### src/rtl/graph_hop_search_pkg.sv
// Shared types and parameter helpers for the shortest-hop graph search engine.
package graph_pkg;

    typedef enum logic [1:0] {
        IDLE,
        LOAD,
        SEARCH,
        DONE
    } state_e;

    // Node count for a given index width; adjacency is node_count x node_count bits.
    function automatic int unsigned node_count(input int unsigned node_w);
        return 32'd1 << node_w;
    endfunction

    function automatic bit node_w_legal(input int unsigned node_w);
        return (node_w >= 2) && (node_w <= 5);
    endfunction

    function automatic bit hops_legal(input int unsigned hops);
        return (hops >= 1) && (hops <= 4);
    endfunction

endpackage

### src/rtl/graph_hop_search_if.sv
// Job stream in, result strobe out, for the graph hop search engine.
interface graph_hop_search_if #(
    parameter int NODE_W = 4
);
    logic              in_valid;
    logic [NODE_W-1:0] source;
    logic [NODE_W-1:0] destination;
    logic              out_valid;
    logic              reachable;
    logic [NODE_W-1:0] cost;

    modport master (
        output in_valid, source, destination,
        input  out_valid, reachable, cost
    );

    modport slave (
        input  in_valid, source, destination,
        output out_valid, reachable, cost
    );
endinterface

### src/rtl/graph_hop_search_expand.sv
// One BFS level: a frontier grows by every out-neighbour of its members.
module graph_expand #(
    parameter int N = 16
) (
    input  logic [N-1:0]   frontier,
    input  logic [N*N-1:0] adj,           // row u holds the heads of u's edges
    output logic [N-1:0]   next_frontier
);

    always_comb begin
        // NOTE: assign a default before the loop so no path leaves the output
        // unassigned; otherwise synthesis infers a latch.
        next_frontier = frontier;
        for (int u = 0; u < N; u++) begin
            if (frontier[u]) begin
                next_frontier = next_frontier | adj[u*N +: N];
            end
        end
    end

endmodule

### src/rtl/graph_hop_search.sv
// Shortest-hop BFS engine: loads a small graph from a beat stream, then expands
// HOPS_PER_CYCLE levels per clock until the target is found or the frontier stalls.
module graph_hop_search
    import graph_pkg::*;
#(
    parameter int NODE_W         = 4,
    parameter int HOPS_PER_CYCLE = 2,
    parameter int DIRECTED       = 0
) (
    input logic            clk,
    input logic            rst_n,
    graph_hop_search_if.slave bus
);

    localparam int N  = node_count(NODE_W);
    localparam int H  = HOPS_PER_CYCLE;
    localparam int CW = NODE_W + 3;

    if (!hops_legal(HOPS_PER_CYCLE) || !node_w_legal(NODE_W)) begin : g_param_check
        $error("graph_hop_search: NODE_W must be 2..5 and HOPS_PER_CYCLE 1..4");
    end

    state_e state_q, state_d;

    logic              out_valid_q;
    logic              reachable_q;
    logic [NODE_W-1:0] cost_q;

    logic [N*N-1:0]    adj_q;
    logic [N-1:0]      frontier_q;
    logic [NODE_W-1:0] level_q;
    logic [NODE_W-1:0] target_q;

    logic [H:0][N-1:0] f_chain;
    logic              found;
    logic [2:0]        found_hop;
    logic              stalled;
    logic              expand_en;
    logic              advance;
    logic              finish;
    logic [CW-1:0]     cost_wide;
    logic [CW-1:0]     level_wide;
    logic [NODE_W-1:0] level_next;

    // Expansion chain: f_chain[j] is the set reachable within level_q + j hops.
    assign f_chain[0] = frontier_q;

    for (genvar j = 0; j < H; j++) begin : g_hop
        graph_expand #(.N(N)) u_expand (
            .frontier      (f_chain[j]),
            .adj           (adj_q),
            .next_frontier (f_chain[j+1])
        );
    end

    always_comb begin
        found     = 1'b0;
        found_hop = '0;
        // Descending scan so the smallest hop index wins.
        for (int j = H; j >= 0; j--) begin
            if (f_chain[j][target_q]) begin
                found     = 1'b1;
                found_hop = 3'(j);
            end
        end
    end

    assign stalled    = !found && (f_chain[H] == f_chain[0]);
    assign expand_en  = (state_q == SEARCH) || ((state_q == LOAD) && !bus.in_valid);
    assign advance    = expand_en && !found && !stalled;

    assign cost_wide  = CW'(level_q) + CW'(found_hop);
    assign level_wide = CW'(level_q) + CW'(H);
    assign level_next = (level_wide > CW'(N - 1)) ? {NODE_W{1'b1}} : level_wide[NODE_W-1:0];

    always_comb begin
        state_d = state_q;
        unique case (state_q)
            IDLE:    if (bus.in_valid) state_d = LOAD;
            LOAD:    if (!bus.in_valid) state_d = (found || stalled) ? DONE : SEARCH;
            SEARCH:  if (found || stalled) state_d = DONE;
            DONE:    state_d = IDLE;
            default: state_d = IDLE;
        endcase
    end

    assign finish = (state_d == DONE);

    always_ff @(posedge clk or negedge rst_n) begin
        if (!rst_n) begin
            state_q     <= IDLE;
            out_valid_q <= 1'b0;
            reachable_q <= 1'b0;
            cost_q      <= '0;
        end else begin
            // NOTE: registers use non-blocking assignments so every flop samples
            // values from before the edge, independent of statement order.
            state_q     <= state_d;
            out_valid_q <= finish;
            reachable_q <= finish && found;
            cost_q      <= (finish && found) ? cost_wide[NODE_W-1:0] : '0;
        end
    end

    // NOTE: adjacency and search state carry no reset; IDLE clears/initialises
    // them before any job uses them, which keeps the wide array off the reset net.
    always_ff @(posedge clk) begin
        if (state_q == IDLE) begin
            adj_q <= '0;
            if (bus.in_valid) begin
                target_q   <= bus.destination;
                frontier_q <= {{(N-1){1'b0}}, 1'b1} << bus.source;
                level_q    <= '0;
            end
        end else if ((state_q == LOAD) && bus.in_valid) begin
            adj_q[{bus.source, bus.destination}] <= 1'b1;
            if (DIRECTED == 0) begin
                adj_q[{bus.destination, bus.source}] <= 1'b1;
            end
        end else if (advance) begin
            frontier_q <= f_chain[H];
            level_q    <= level_next;
        end
    end

    assign bus.out_valid = out_valid_q;
    assign bus.reachable = reachable_q;
    assign bus.cost      = cost_q;

endmodule

### src/flat_wrapper.sv
// flat-port wrapper written by rule: the top's interface ports become plain ports
module graph_hop_search_flat import graph_pkg::*;
#(
    parameter int NODE_W         = 4,
    parameter int HOPS_PER_CYCLE = 2,
    parameter int DIRECTED       = 0
)
  (clk, rst_n, bus_in_valid, bus_source, bus_destination, bus_out_valid, bus_reachable, bus_cost);
  graph_hop_search_if #(.NODE_W(NODE_W)) bus_i ();
  input logic clk;
  input logic rst_n;
  input wire logic [$bits(bus_i.in_valid)-1:0] bus_in_valid;
  input wire logic [$bits(bus_i.source)-1:0] bus_source;
  input wire logic [$bits(bus_i.destination)-1:0] bus_destination;
  output wire logic [$bits(bus_i.out_valid)-1:0] bus_out_valid;
  output wire logic [$bits(bus_i.reachable)-1:0] bus_reachable;
  output wire logic [$bits(bus_i.cost)-1:0] bus_cost;
  assign bus_i.in_valid = bus_in_valid;
  assign bus_i.source = bus_source;
  assign bus_i.destination = bus_destination;
  assign bus_out_valid = bus_i.out_valid;
  assign bus_reachable = bus_i.reachable;
  assign bus_cost = bus_i.cost;
  graph_hop_search #(.NODE_W(NODE_W), .HOPS_PER_CYCLE(HOPS_PER_CYCLE), .DIRECTED(DIRECTED)) u_core (.clk(clk), .rst_n(rst_n), .bus(bus_i));
endmodule
### config.mk
export PLATFORM = sky130hd
export DESIGN_NAME = graph_hop_search_flat
export DESIGN_NICKNAME = d
export VERILOG_FILES = /design/src/rtl/graph_hop_search_pkg.sv /design/src/rtl/graph_hop_search_if.sv /design/src/rtl/graph_hop_search_expand.sv /design/src/rtl/graph_hop_search.sv /design/src/flat_wrapper.sv
export SDC_FILE = /design/constraint.sdc
export NUM_CORES = 1
export LEC_CHECK = 0
export ABC_AREA = 1
export CORE_MARGIN = 2
export CORE_UTILIZATION = 31
export CTS_BUF_LIST = sky130_fd_sc_hd__clkbuf_8 sky130_fd_sc_hd__clkbuf_16
export CTS_CLUSTER_DIAMETER = 80
export DETAILED_ROUTE_END_ITERATION = 16
export GPL_ROUTABILITY_DRIVEN = 0
export GPL_TIMING_DRIVEN = 0
export PLACE_DENSITY_LB_ADDON = 0.15
export SLEW_MARGIN = 5
export SYNTH_ARGS = -nofsm -noshare
export SYNTH_HDL_FRONTEND = slang
export SYNTH_HIERARCHICAL = 1
export SYNTH_SLANG_ARGS = --single-unit
### constraint.sdc
create_clock -name clk -period 2.7 [get_ports clk]
set_input_delay 0.405 -clock clk [delete_from_list [all_inputs] [get_ports clk]]
set_output_delay 0.405 -clock clk [all_outputs]
set_load 0.005 [all_outputs]
After elaboration in Yosys (flattened, before gate mapping)

Index checks and enable logic that the tools add are counted.

Muxes and demuxes: 63
Bitwise operators: 34
Shifts and indexed selects: 1
Reductions and logical operators: 17
$lt $le $gt $ge: 6
Add/sub/neg operators: 2
Eq/ne operators: 7

Operators by type and width:

| operator                                                                            | count |
|---|---|
| 16-bit two-way mux                                                                  | 36 |
| 16-bit OR                                                                           | 32 |
| 256-bit OR                                                                          | 2 |
| 4-bit two-way mux                                                                   | 6 |
| 8-bit by 9-bit less-than comparator with 1-bit output, second input constant        | 2 |
| 1-bit demux with 8-bit select                                                       | 2 |
| 16-bit == test                                                                      | 1 |
| 8-bit by 1-bit greater-or-equal comparator with 1-bit output, second input constant | 2 |
| 1-bit by 4-bit << shifter with 16-bit output, first input constant                  | 1 |
| 1-bit binary-select mux with 4-bit select                                           | 3 |
| 2-bit two-way mux                                                                   | 6 |
| 1-bit two-way mux                                                                   | 9 |
| 1-bit logical AND                                                                   | 8 |
| 2-bit case mux with 4 select lines                                                  | 1 |
| 7-bit by 4-bit greater-than comparator with 1-bit output, second input constant     | 1 |
| 2-bit == test, second input constant                                                | 3 |
| 4-bit by 2-bit adder with 5-bit output, second input constant                       | 1 |
| 4-bit by 5-bit less-than comparator with 1-bit output, second input constant        | 1 |
| 4-bit by 2-bit adder with 4-bit output                                              | 1 |
| 1-bit logical NOT                                                                   | 3 |
| 3-bit AND reduction                                                                 | 1 |
| 2-bit by 1-bit == test with 1-bit output, second input constant                     | 1 |
| 2-bit logical NOT                                                                   | 1 |
| 1-bit logical OR                                                                    | 2 |
| other kinds (4)                                                                     | 4 |

Logic and storage cells: 138
Flip-flop bits (word level): 288

Depth between registers and ports, before layout

Gate-level depths: netlist of run 1.

Depth after elaboration: 78
Depth in mapped cells: 27

Modules after synthesis

The synthesis of run 1 kept the hierarchy.

Modules (own cells, without submodules):

| module           | cells each | area an instance (um^2) | instances |
|---|---|---|---|
| graph_hop_search | 1339       | 11177.0                 | 1 |
| graph_expand     | 416        | 1975.6                  | 2 |

Worst setup path after synthesis of run 1

Ideal clock, no wire load.

Path type: register to register
From: register u_core.frontier_q[7]
To: register u_core.frontier_q[0], enable pin
Slack: -238 ps
Period minus slack after synthesis: 2938 ps
Required time: 2323 ps
Setup time: 377 ps
Cell stages (with the launch flop): 22
Data arrival time: 2561 ps
Path through: edfxtp_1 buf_6 buf_6 a21oi_2 nand3_1 nor2_1 nand2_1 buf_6 buf_6 a21oi_2 nand3_1 nor2_1 nand2_1 inv_1 nand2_1 o211ai_1 nand3_1 nand3_1 nand2_1 inv_1 nand4_1 nand2_1

RTL lines:

| what                   | line                    | text |
|---|---|---|
| start, declared        | graph_hop_search.sv:30  | `logic [N-1:0] frontier_q;` |
| start signal, assigned | graph_hop_search.sv:112 | `frontier_q <= {{(N-1){1'b0}}, 1'b1} << bus.source;` |
| start signal, assigned | graph_hop_search.sv:121 | `frontier_q <= f_chain[H];` |

==> results of run 1 <==
## per-layer routing
metal / part of all wire, % / up-vias
li1: - / 7120
met2: 41 / 1247
met3: 13 / 325
met1: 39 / 7574
met4: 7.1 / 0
met5: 0 / -
## area by class of cell
class	instances	share of cell area (%)
Buffer	135	7.28
Clock buffer	42	5.11
Clock inverter	16	0.907
Inverter	353	7.22
Multi-Input combinational cell	1372	38.0
Sequential cell	275	31.5
Tap cell	607	4.14
Timing Repair Buffer	107	5.81
## how the worst max path moves through the flow
stage                                startpoint                    to  slack (ns)  cells after the start
final                     u_core/frontier_q[11]  u_core/frontier_q[0]       -1.16                     22
after CTS                  u_core/frontier_q[0]    u_core/bus.cost[3]       -0.88                     25
after detailed placement  u_core/frontier_q[11]    u_core/bus.cost[3]       -1.49                     23
after global routing      u_core/frontier_q[14]    u_core/bus.cost[3]       -1.21                     23
after floorplan            u_core/frontier_q[7]    u_core/bus.cost[3]       -0.08                     25
after global placement    u_core/frontier_q[10]    u_core/bus.cost[3]       -1.49                     23
## repair_timing
item	CTS	global route
setup endpoints to repair	43	45
pin swaps	77	42
setup buffers	74	14
resized for setup	149	47
endpoints found under the hold margin	0	0
gates cloned	9	1
## worst max-delay path, stage by stage (launching register included)
cell and delay, ns:
sky130_fd_sc_hd__edfxtp_1 0.45, sky130_fd_sc_hd__buf_12 0.20, sky130_fd_sc_hd__buf_12 0.15, sky130_fd_sc_hd__nand2_4 0.05
sky130_fd_sc_hd__nand4_1 0.16, sky130_fd_sc_hd__nor2_4 0.27, sky130_fd_sc_hd__nand2_2 0.10, sky130_fd_sc_hd__buf_8 0.17
sky130_fd_sc_hd__buf_12 0.16, sky130_fd_sc_hd__nand2_2 0.05, sky130_fd_sc_hd__nand4_1 0.17, sky130_fd_sc_hd__nor2_1 0.19
sky130_fd_sc_hd__nand2_2 0.19, sky130_fd_sc_hd__inv_2 0.12, sky130_fd_sc_hd__buf_6 0.12, sky130_fd_sc_hd__nand2_4 0.04
sky130_fd_sc_hd__a21oi_2 0.16, sky130_fd_sc_hd__nand3_1 0.11, sky130_fd_sc_hd__nor2_1 0.14, sky130_fd_sc_hd__nand2_2 0.10
sky130_fd_sc_hd__nand4_1 0.14, sky130_fd_sc_hd__buf_6 0.22, sky130_fd_sc_hd__nand2_8 0.10
## through the flow
stage / total power [W] / hold slack [ns] / util (%) / setup TNS (ns)
2_1_floorplan: 0.00799 / 0.109 / - / -0.124
3_3_place_gp: 0.0109 / 0.478 / 33.5 / -42.07
3_5_place_dp: 0.0109 / 0.485 / 33.5 / -41.30
4_1_cts: 0.0170 / 0.0885 / 38.8 / -21.80
5_1_grt: 0.0179 / 0.112 / 39.2 / -30.41
6_report: 0.0177 / 0.0832 / 39.2 / -29.68
## state kept, by name, summed over array words and instances, names as in the netlist
signal	flops
u_core/state_q	2
u_core/bus.cost	4
u_core/bus.reachable	1
u_core/adj_q	243
u_core/frontier_q	16
u_core/target_q	4
u_core/level_q	4
u_core/bus.out_valid	1
## power groups by stage
stage               clock (W)  sequential (W)  combinational, W
finish                0.00463         0.00468           0.00835
global route          0.00481         0.00471           0.00837
CTS                   0.00464         0.00468           0.00765
detailed placement          0         0.00479           0.00613
global placement            0         0.00478           0.00616
floorplan                   0         0.00472           0.00328
==> flow_summary_export.csv, run 1 <==
group,metric,value,unit
status,run_status,"complete, but fails checks",
status,failed_checks,"setup timing",
worst_setup_path,worst-endpoint-required,3.02,ns
timing,timing.slew.headroom,27.5,%
global_routing,use_met1,40.9,%
die,floorplan.initialDensity,31.5,%
power,internal-power,0.0100,W
worst_setup_path,worst-r2r-cell-count,22,
synth,syn-instance-count,2132,
drt,detail_route.iter0.violations,2634,
placement,placed_area,0.0157,mm2
final_layout,fillers,4957,
synth,post_synth_instance_area,0.0147,mm2
final_layout,num-nets-final,2291,
drt,antenna_left,0,
timing,final.min_clock_period,3.86,ns
drt,drc_errors,0,
timing,worst_slack,-1.16,ns
power,leakage,9.27,nW
global_routing,wire_length_of_the_first_global_routing_pass,110000,um
power,power_density_cells,963,mW/mm2
final_layout,multiInputGateArea,0.00697,mm2
clocking,cts.path.max_buffers,3,
drt,via_per_inst,5.60,
global_routing,pin_count_of_the_biggest_net_entering_global_routing,16,
final_layout,layout_commonest_cell,"sky130_fd_sc_hd__nand2_1",
power,power.switching_fraction,43.2,%
synth,synth_warnings,6,
die,die_width,222,um
final_layout,layout_common_cells,"sky130_fd_sc_hd__nand2_1, sky130_fd_sc_hd__inv_1, sky130_fd_sc_hd__o21ai_0",
timing,achievable_frequency,0.259,GHz
final_layout,antenna_cells,0,
worst_setup_path,cp_max_fo,6,
timing,tightest_slew,1.09,ns
timing,final_hold_violations,0,
clocking,cts.htree.levels,1,
clocking,cts_tree,"built",
power,sequentialPowerShare,26.5,%
timing,setup_violations,31,
power,share_comb_of_total_power,47.3,%
final_layout,layout-drive-gt1-share,17.3,%
final_layout,syn2layout_area_growth,24.6,%
worst_setup_path,r2r_end,"u_core/frontier_q[0]",
die,boundaryPins,17,
power,p_clk_share,26.2,%
drt,drt-wirelength-per-cell,27.2,um
worst_setup_path,r2r_slack,-1.16,ns
drt,postRouteWirelength,79100,um
global_routing,gr-usage-met3,9.08,%
worst_setup_path,regToRegStartpoint,"u_core/frontier_q[11]",
placement,io_buffers,16,
worst_setup_path,setup.worst_path.class,"reg -> reg",
clocking,cts_hold_buf,0,
synth,postSynthAreaPerCell,6.91,um2
clocking,clk_root_buffer_cell,"sky130_fd_sc_hd__clkbuf_16",
final_layout,final_cell_count_no_fill,2907,
die,placementRows,79,
power,ir_drop,588,uV
die,fp.dieArea,0.0493,mm2
synth,synthesized_nets,2148,
clocking,tritoncts.num_buffers,31,
drt,firstDrtPassIters,6,
worst_setup_path,endpoint_kind,"flip-flop",
clocking,clk_latency,0.61,ns
clocking,worst_setup_hold_path_clk_slew,0.07,ns
worst_setup_path,worst-endpoint-arrival,4.17,ns
timing,final.setup_skew,0.0257,ns
timing,grt_setup_unrepaired,"true",
drt,number_of_vias_in_the_routed_layout,16300,
hold_path,timing.hold.worst.class,"in -> async",
placement,place_inst,2755,
final_layout,post-route-cell-area,0.0183,mm2
timing,timing_max_transition_violations_final,0,
die,chipHeight,222,um
final_layout,sequential_cell_area,0.00579,mm2
timing,final_worst_path_cycle_share,143,%
die,core_region_area,0.0468,mm2
worst_setup_path,timing.critical_path.from_type,"flip-flop",
global_routing,globalRoute.totalOverflow,0,
power,switching_power,0.00764,W
global_routing,globalRouteTotalUtil,31.2,%
global_routing,antenna_found_initial,1,
global_routing,groute.layer.met2.usage,45.5,%
global_routing,first_global_vias,15000,
clocking,numClockSinks,275,
global_routing,busiest_layer,"met2",
placement,detailedPlace.worstSlack,-1.49,ns
placement,place.detailed.hpwl,54200,um
job,drv_cap,0,
Power figures use the tool's default switching activity.
==> run 2, diff against run 1 <==
--- a/config.mk
+++ b/config.mk
@@ -10,6 +10,7 @@
 export CORE_UTILIZATION = 31
 export CTS_BUF_LIST = sky130_fd_sc_hd__clkbuf_8 sky130_fd_sc_hd__clkbuf_16
 export CTS_CLUSTER_DIAMETER = 80
+export CTS_CLUSTER_SIZE = 24
 export DETAILED_ROUTE_END_ITERATION = 16
 export GPL_ROUTABILITY_DRIVEN = 0
 export GPL_TIMING_DRIVEN = 0
==> flow_summary_export.csv, run 2 (synthesized netlist as in run 1, its figures left out) <==
group,metric,value,unit
clocking,cts.path.max_buffers,3,
job,drv_cap,0,
status,failed_checks,"setup timing",
worst_setup_path,endpoint_kind,"flip-flop",
final_layout,layout_common_cells,"sky130_fd_sc_hd__nand2_1, sky130_fd_sc_hd__inv_1, sky130_fd_sc_hd__o21ai_0",
worst_setup_path,worst-endpoint-required,3.14,ns
final_layout,finalCoreUtilization,38.7,%
die,boundaryPins,17,
timing,timing_max_transition_violations_final,0,
timing,tightest_slew,1.12,ns
final_layout,syn2layout_area_growth,22.9,%
global_routing,globalRouteTotalUtil,31.1,%
drt,via_per_inst,5.65,
worst_setup_path,setup.worst_path.class,"reg -> reg",
worst_setup_path,cp_max_fo,8,
die,core_region_area,0.0468,mm2
drt,drc_errors,0,
die,die_width,222,um
drt,postRouteWirelength,79200,um
timing,achievable_frequency,0.259,GHz
final_layout,layout-drive-gt1-share,17.7,%
hold_path,timing.hold.worst.class,"in -> async",
clocking,clk_root_buffer_cell,"sky130_fd_sc_hd__clkbuf_16",
worst_setup_path,crit_path_top_delay_cell,"sky130_fd_sc_hd__edfxtp_1",
worst_setup_path,worst-endpoint-arrival,4.30,ns
power,totalPowerFinal,0.0166,W
power,switching_power,0.00758,W
drt,drt-wirelength-per-cell,27.3,um
clocking,tritoncts.num_buffers,20,
timing,worst_slack,-1.16,ns
clocking,numClockSinks,275,
die,floorplan.initialDensity,31.5,%
final_layout,largest_register_ffs,243,
worst_setup_path,cpPeakStageDelay,0.46,ns
final_layout,largest-register,"u_core/adj_q",
worst_setup_path,critical_path_startpoint,"u_core/frontier_q[11]",
drt,antenna_left,0,
placement,place.detailed.hpwl,54200,um
die,placementRows,79,
final_layout,num-nets-final,2296,
drt,detail_route.iter0.violations,2850,
final_layout,largestRegisters,"u_core/adj_q (243), u_core/frontier_q (16)",
final_layout,layout_commonest_cell,"sky130_fd_sc_hd__nand2_1",
die,fp.dieArea,0.0493,mm2
worst_setup_path,regToRegStartpoint,"u_core/frontier_q[11]",
global_routing,globalRoute.totalOverflow,0,
final_layout,fillers,4973,
global_routing,groute.layer.met2.usage,45.1,%
global_routing,wire_length_of_the_first_global_routing_pass,109000,um
timing,final.setup_skew,0.0349,ns
power,power.switching_fraction,45.7,%
drt,firstDrtPassIters,6,
clocking,clk_latency,0.58,ns
timing,final.min_clock_period,3.86,ns
clocking,cts_tree,"built",
drt,number_of_vias_in_the_routed_layout,16400,
die,chipHeight,222,um
power,sequentialPowerShare,28.2,%
status,run_status,"complete, but fails checks",
power,internal-power,0.00899,W
power,ir_drop,511,uV
global_routing,pin_count_of_the_biggest_net_entering_global_routing,24,
timing,setup_violations,39,
clocking,cts.htree.levels,1,
power,share_comb_of_total_power,51.2,%
timing,grt_setup_unrepaired,"true",
worst_setup_path,r2r_slack,-1.16,ns
worst_setup_path,timing.critical_path.from_type,"flip-flop",
power,p_clk_share,20.5,%
clocking,cts_hold_buf,0,
global_routing,busiest_layer,"met2",
global_routing,antenna_found_initial,6,
timing,timing.slew.headroom,25.4,%
global_routing,use_met1,41.5,%
global_routing,first_global_vias,14800,
clocking,worst_setup_hold_path_clk_slew,0.08,ns
global_routing,gr-usage-met3,8.08,%
power,power_density_cells,916,mW/mm2
worst_setup_path,r2r_end,"u_core/bus.cost[3]",
timing,final_worst_path_cycle_share,143,%
placement,io_buffers,16,
worst_setup_path,worst-r2r-cell-count,26,
power,leakage,9.12,nW
timing,final_hold_violations,0,
[run 2: metrics by stage]
step,instances,worst slack (ns),TNS [ns],hold slack [ns],cell area (um2)
finish,2904,-1.16,-30.43,0.116,18100
global route,2902,-1.27,-32.99,0.140,18100
CTS,2873,-0.889,-21.55,0.116,17700
detailed placement,2755,-1.49,-41.30,0.485,15700
global placement,2755,-1.49,-42.07,0.478,15700
floorplan,2132,-0.0824,-0.124,0.109,14700
[run 2: repair_timing]
item	CTS	global route
gates resized for setup	145	64
endpoints found under the setup margin	43	45
buffers inserted	75	26
pin swaps	89	61
gates cloned	7	2
[run 2: final cells by class]
class / count / area, um2 / area share (%)
Inverter: 353 / 1330 / 7.32
Tap cell: 607 / 759 / 4.19
Timing Repair Buffer: 123 / 1210 / 6.68
Buffer: 135 / 1340 / 7.38
Antenna cell: 3 / 7.51 / 0.0415
Clock inverter: 15 / 174 / 0.961
Clock buffer: 21 / 514 / 2.84
Sequential cell: 275 / 5790 / 32.0
Multi-Input combinational cell: 1372 / 7000 / 38.6
[run 2: worst max-delay path, delay by kind of cell, from the launching register on]
family / cells / cell delay [ns]
and+or+nand+nor: 15 / 1.58
AOI/OAI and AO/OA: 2 / 0.23
DFF: 1 / 0.46
adders and majority gates: 1 / 0.29
buffers and inverters: 7 / 1.04
xor gates and xnor gates: 1 / 0.15
[run 2: how the worst max path moves through the flow]
stage / slack [ns] / end
floorplan: -0.08 / u_core/bus.cost[3]
global placement: -1.49 / u_core/bus.cost[3]
detailed placement: -1.49 / u_core/bus.cost[3]
CTS: -0.89 / u_core/bus.cost[3]
global route: -1.27 / u_core/bus.cost[3]
finish: -1.16 / u_core/bus.cost[3]
[run 2: power groups by stage]
stage	Sequential, W	Combinational (W)	Clock, W
floorplan	0.00472	0.00328	0
global placement	0.00478	0.00616	0
detailed placement	0.00479	0.00613	0
CTS	0.00467	0.00755	0.00342
global route	0.00471	0.00851	0.00358
finish	0.00468	0.00849	0.00341
[run 2: routing by layer]
layer / up-vias / share of wire [%]
met3: 322 / 13
met5: - / 0
met1: 7684 / 40
li1: 7108 / -
met4: 0 / 6.9
met2: 1281 / 41
==> run 3, diff against run 2 <==
==> constraint.sdc (replaced) <==
create_clock -name clk -period 3.8 [get_ports clk]
set_input_delay 0.57 -clock clk [delete_from_list [all_inputs] [get_ports clk]]
set_output_delay 0.57 -clock clk [all_outputs]
set_load 0.005 [all_outputs]
==> flow_summary_export.csv, run 3 (synthesized netlist as in run 1, its figures left out) <==
group,metric,value,unit
global_routing,wire_length_of_the_first_global_routing_pass,105000,um
placement,io_buffers,16,
job,drv_cap,0,
timing,final_worst_path_cycle_share,101,%
die,floorplan.initialDensity,31.5,%
final_layout,layout-drive-gt1-share,12.9,%
global_routing,globalRoute.totalOverflow,0,
worst_setup_path,timing.critical_path.from_type,"flip-flop",
worst_setup_path,worst-endpoint-arrival,4.32,ns
die,core_region_area,0.0468,mm2
final_layout,antenna_cells,0,
timing,final.min_clock_period,3.85,ns
clocking,cts_tree,"built",
status,run_status,"complete, but fails checks",
global_routing,pin_count_of_the_biggest_net_entering_global_routing,25,
clocking,clk_latency,0.56,ns
final_layout,layout_commonest_cell,"sky130_fd_sc_hd__nand2_1",
worst_setup_path,cp_max_fo,10,
clocking,clk_root_buffer_cell,"sky130_fd_sc_hd__clkbuf_16",
timing,tightest_slew,1.13,ns
worst_setup_path,setup.worst_path.class,"reg -> reg",
power,leakage,8.56,nW
placement,detailedPlace.worstSlack,-0.838,ns
drt,number_of_vias_in_the_routed_layout,15700,
worst_setup_path,endpoint_kind,"flip-flop",
worst_setup_path,r2r_slack,-0.05,ns
timing,achievable_frequency,0.260,GHz
clocking,worst_setup_hold_path_clk_slew,0.08,ns
final_layout,largest_register_ffs,243,
hold_path,timing.hold.worst.class,"in -> async",
worst_setup_path,regToRegStartpoint,"u_core/frontier_q[5]",
final_layout,syn2layout_area_growth,15.0,%
final_layout,largestRegisters,"u_core/adj_q (243), u_core/frontier_q (16)",
final_layout,largest-register,"u_core/adj_q",
status,failed_checks,"setup timing",
clocking,tritoncts.num_buffers,19,
worst_setup_path,critPathMostFrequentCell,"sky130_fd_sc_hd__buf_6",
timing,whs,0.299,ns
die,die_width,222,um
global_routing,globalRouteTotalUtil,30.0,%
worst_setup_path,r2r_end,"u_core/bus.cost[3]",
worst_setup_path,cpPeakStageDelay,0.43,ns
drt,via_per_inst,5.57,
worst_setup_path,worst-endpoint-required,4.27,ns
power,ir_drop,300,uV
worst_setup_path,worst-r2r-cell-count,25,
final_layout,final_cell_count_no_fill,2827,
drt,drc_errors,0,
die,boundaryPins,17,
global_routing,antenna_found_initial,1,
timing,timing_max_transition_violations_final,0,
die,placementRows,79,
worst_setup_path,crit_path_top_delay_cell,"sky130_fd_sc_hd__edfxtp_1",
final_layout,layout_common_cells,"sky130_fd_sc_hd__nand2_1, sky130_fd_sc_hd__inv_1, sky130_fd_sc_hd__o21ai_0",
worst_setup_path,worst_path_dominant_cell_family,"simple AND/OR/NAND/NOR gates",
timing,final_hold_violations,0,
timing,setup_violations,2,
clocking,cts.htree.levels,1,
timing,timing.slew.headroom,24.4,%
worst_setup_path,worstPathBufferInverterCount,6,
final_layout,num-nets-final,2224,
global_routing,first_global_vias,14400,
timing,grt_setup_unrepaired,"true",
drt,drt-wirelength-per-cell,27.1,um
drt,antenna_left,0,
clocking,cts.path.max_buffers,3,
final_layout,finalCoreUtilization,36.2,%
die,fp.dieArea,0.0493,mm2
power,power_density_cells,629,mW/mm2
drt,postRouteWirelength,76600,um
die,chipHeight,222,um
drt,firstDrtPassIters,8,
drt,detail_route.iter0.violations,2254,
timing,final.setup_skew,0.0330,ns
power,totalPowerFinal,0.0106,W
clocking,numClockSinks,275,
timing,worst_slack,-0.0509,ns
placement,place_inst,2755,
placement,place.detailed.hpwl,54300,um
==> run 3: cell count changes in the layout (fill, tap and decap cells not counted), sizes merged, moves of 2 or more <==
cell      delta
diode        -3
clkinv       +2
clkinvlp     -2
buf         -68
inv          -3
nand2        -3
==> run 3: layer usage <==
| layer | track usage, % | vias up | wire [um] |
|---|---|---|---|
| met1 | 38.6 | 7335 | 30100 |
| met3 | 9.46 | 281 | 10200 |
| met2 | 44.2 | 1159 | 31400 |
| met4 | 17.1 | 0 | 4930 |
| li1 | - | 6964 | - |
| met5 | 0 | - | 0 |
==> run 3: worst max path at each step <==
stage                     cells after the start  slack (ns)             startpoint                    to
final                                        25       -0.05   u_core/frontier_q[5]    u_core/bus.cost[3]
after global routing                         23       -0.09   u_core/frontier_q[5]    u_core/bus.cost[3]
after CTS                                    25       0.004  u_core/frontier_q[12]    u_core/bus.cost[3]
after detailed placement                     19       -0.84  u_core/frontier_q[10]  u_core/frontier_q[1]
after global placement                       19       -0.84  u_core/frontier_q[10]  u_core/frontier_q[1]
after floorplan                              21        0.86   u_core/frontier_q[7]  u_core/frontier_q[0]
==> run 3: layout make-up <==
| class | instances | area (um2) |
|---|---|---|
| fill | 5090 | 29800 |
| multi-input combinational | 1369 | 6770 |
| sequential | 275 | 5790 |
| buffer | 135 | 1190 |
| inverter | 353 | 1330 |
| clock buffer | 22 | 517 |
| tap | 607 | 759 |
| clock inverter | 11 | 103 |
| timing repair buffer | 55 | 488 |
==> run 3: report_power, final <==
| part | total, W | leakage (nW) | internal (W) | switching, W |
|---|---|---|---|---|
| combinational | 0.00508 | 5.96 | 0.00148 | 0.00360 |
| sequential | 0.00333 | 2.28 | 0.00317 | 0.000162 |
| clock | 0.00223 | 0.310 | 0.00102 | 0.00121 |
==> run 3: per-stage QoR <==
stage / cell area, um2 / setup TNS, ns
floorplan: 14700 / 0
global placement: 15600 / -18.19
detailed placement: 15600 / -18.05
CTS: 16500 / 0
global route: 16900 / -0.139
finish: 16900 / -0.0667
==> run 3: timing repair <==
item                                    CTS  global route
endpoints found under the setup margin   23            23
pin swaps                                 7            35
gates cloned                              0             2
buffers inserted                          9            28
resized for setup                        40            60
hold buffers                              0             0
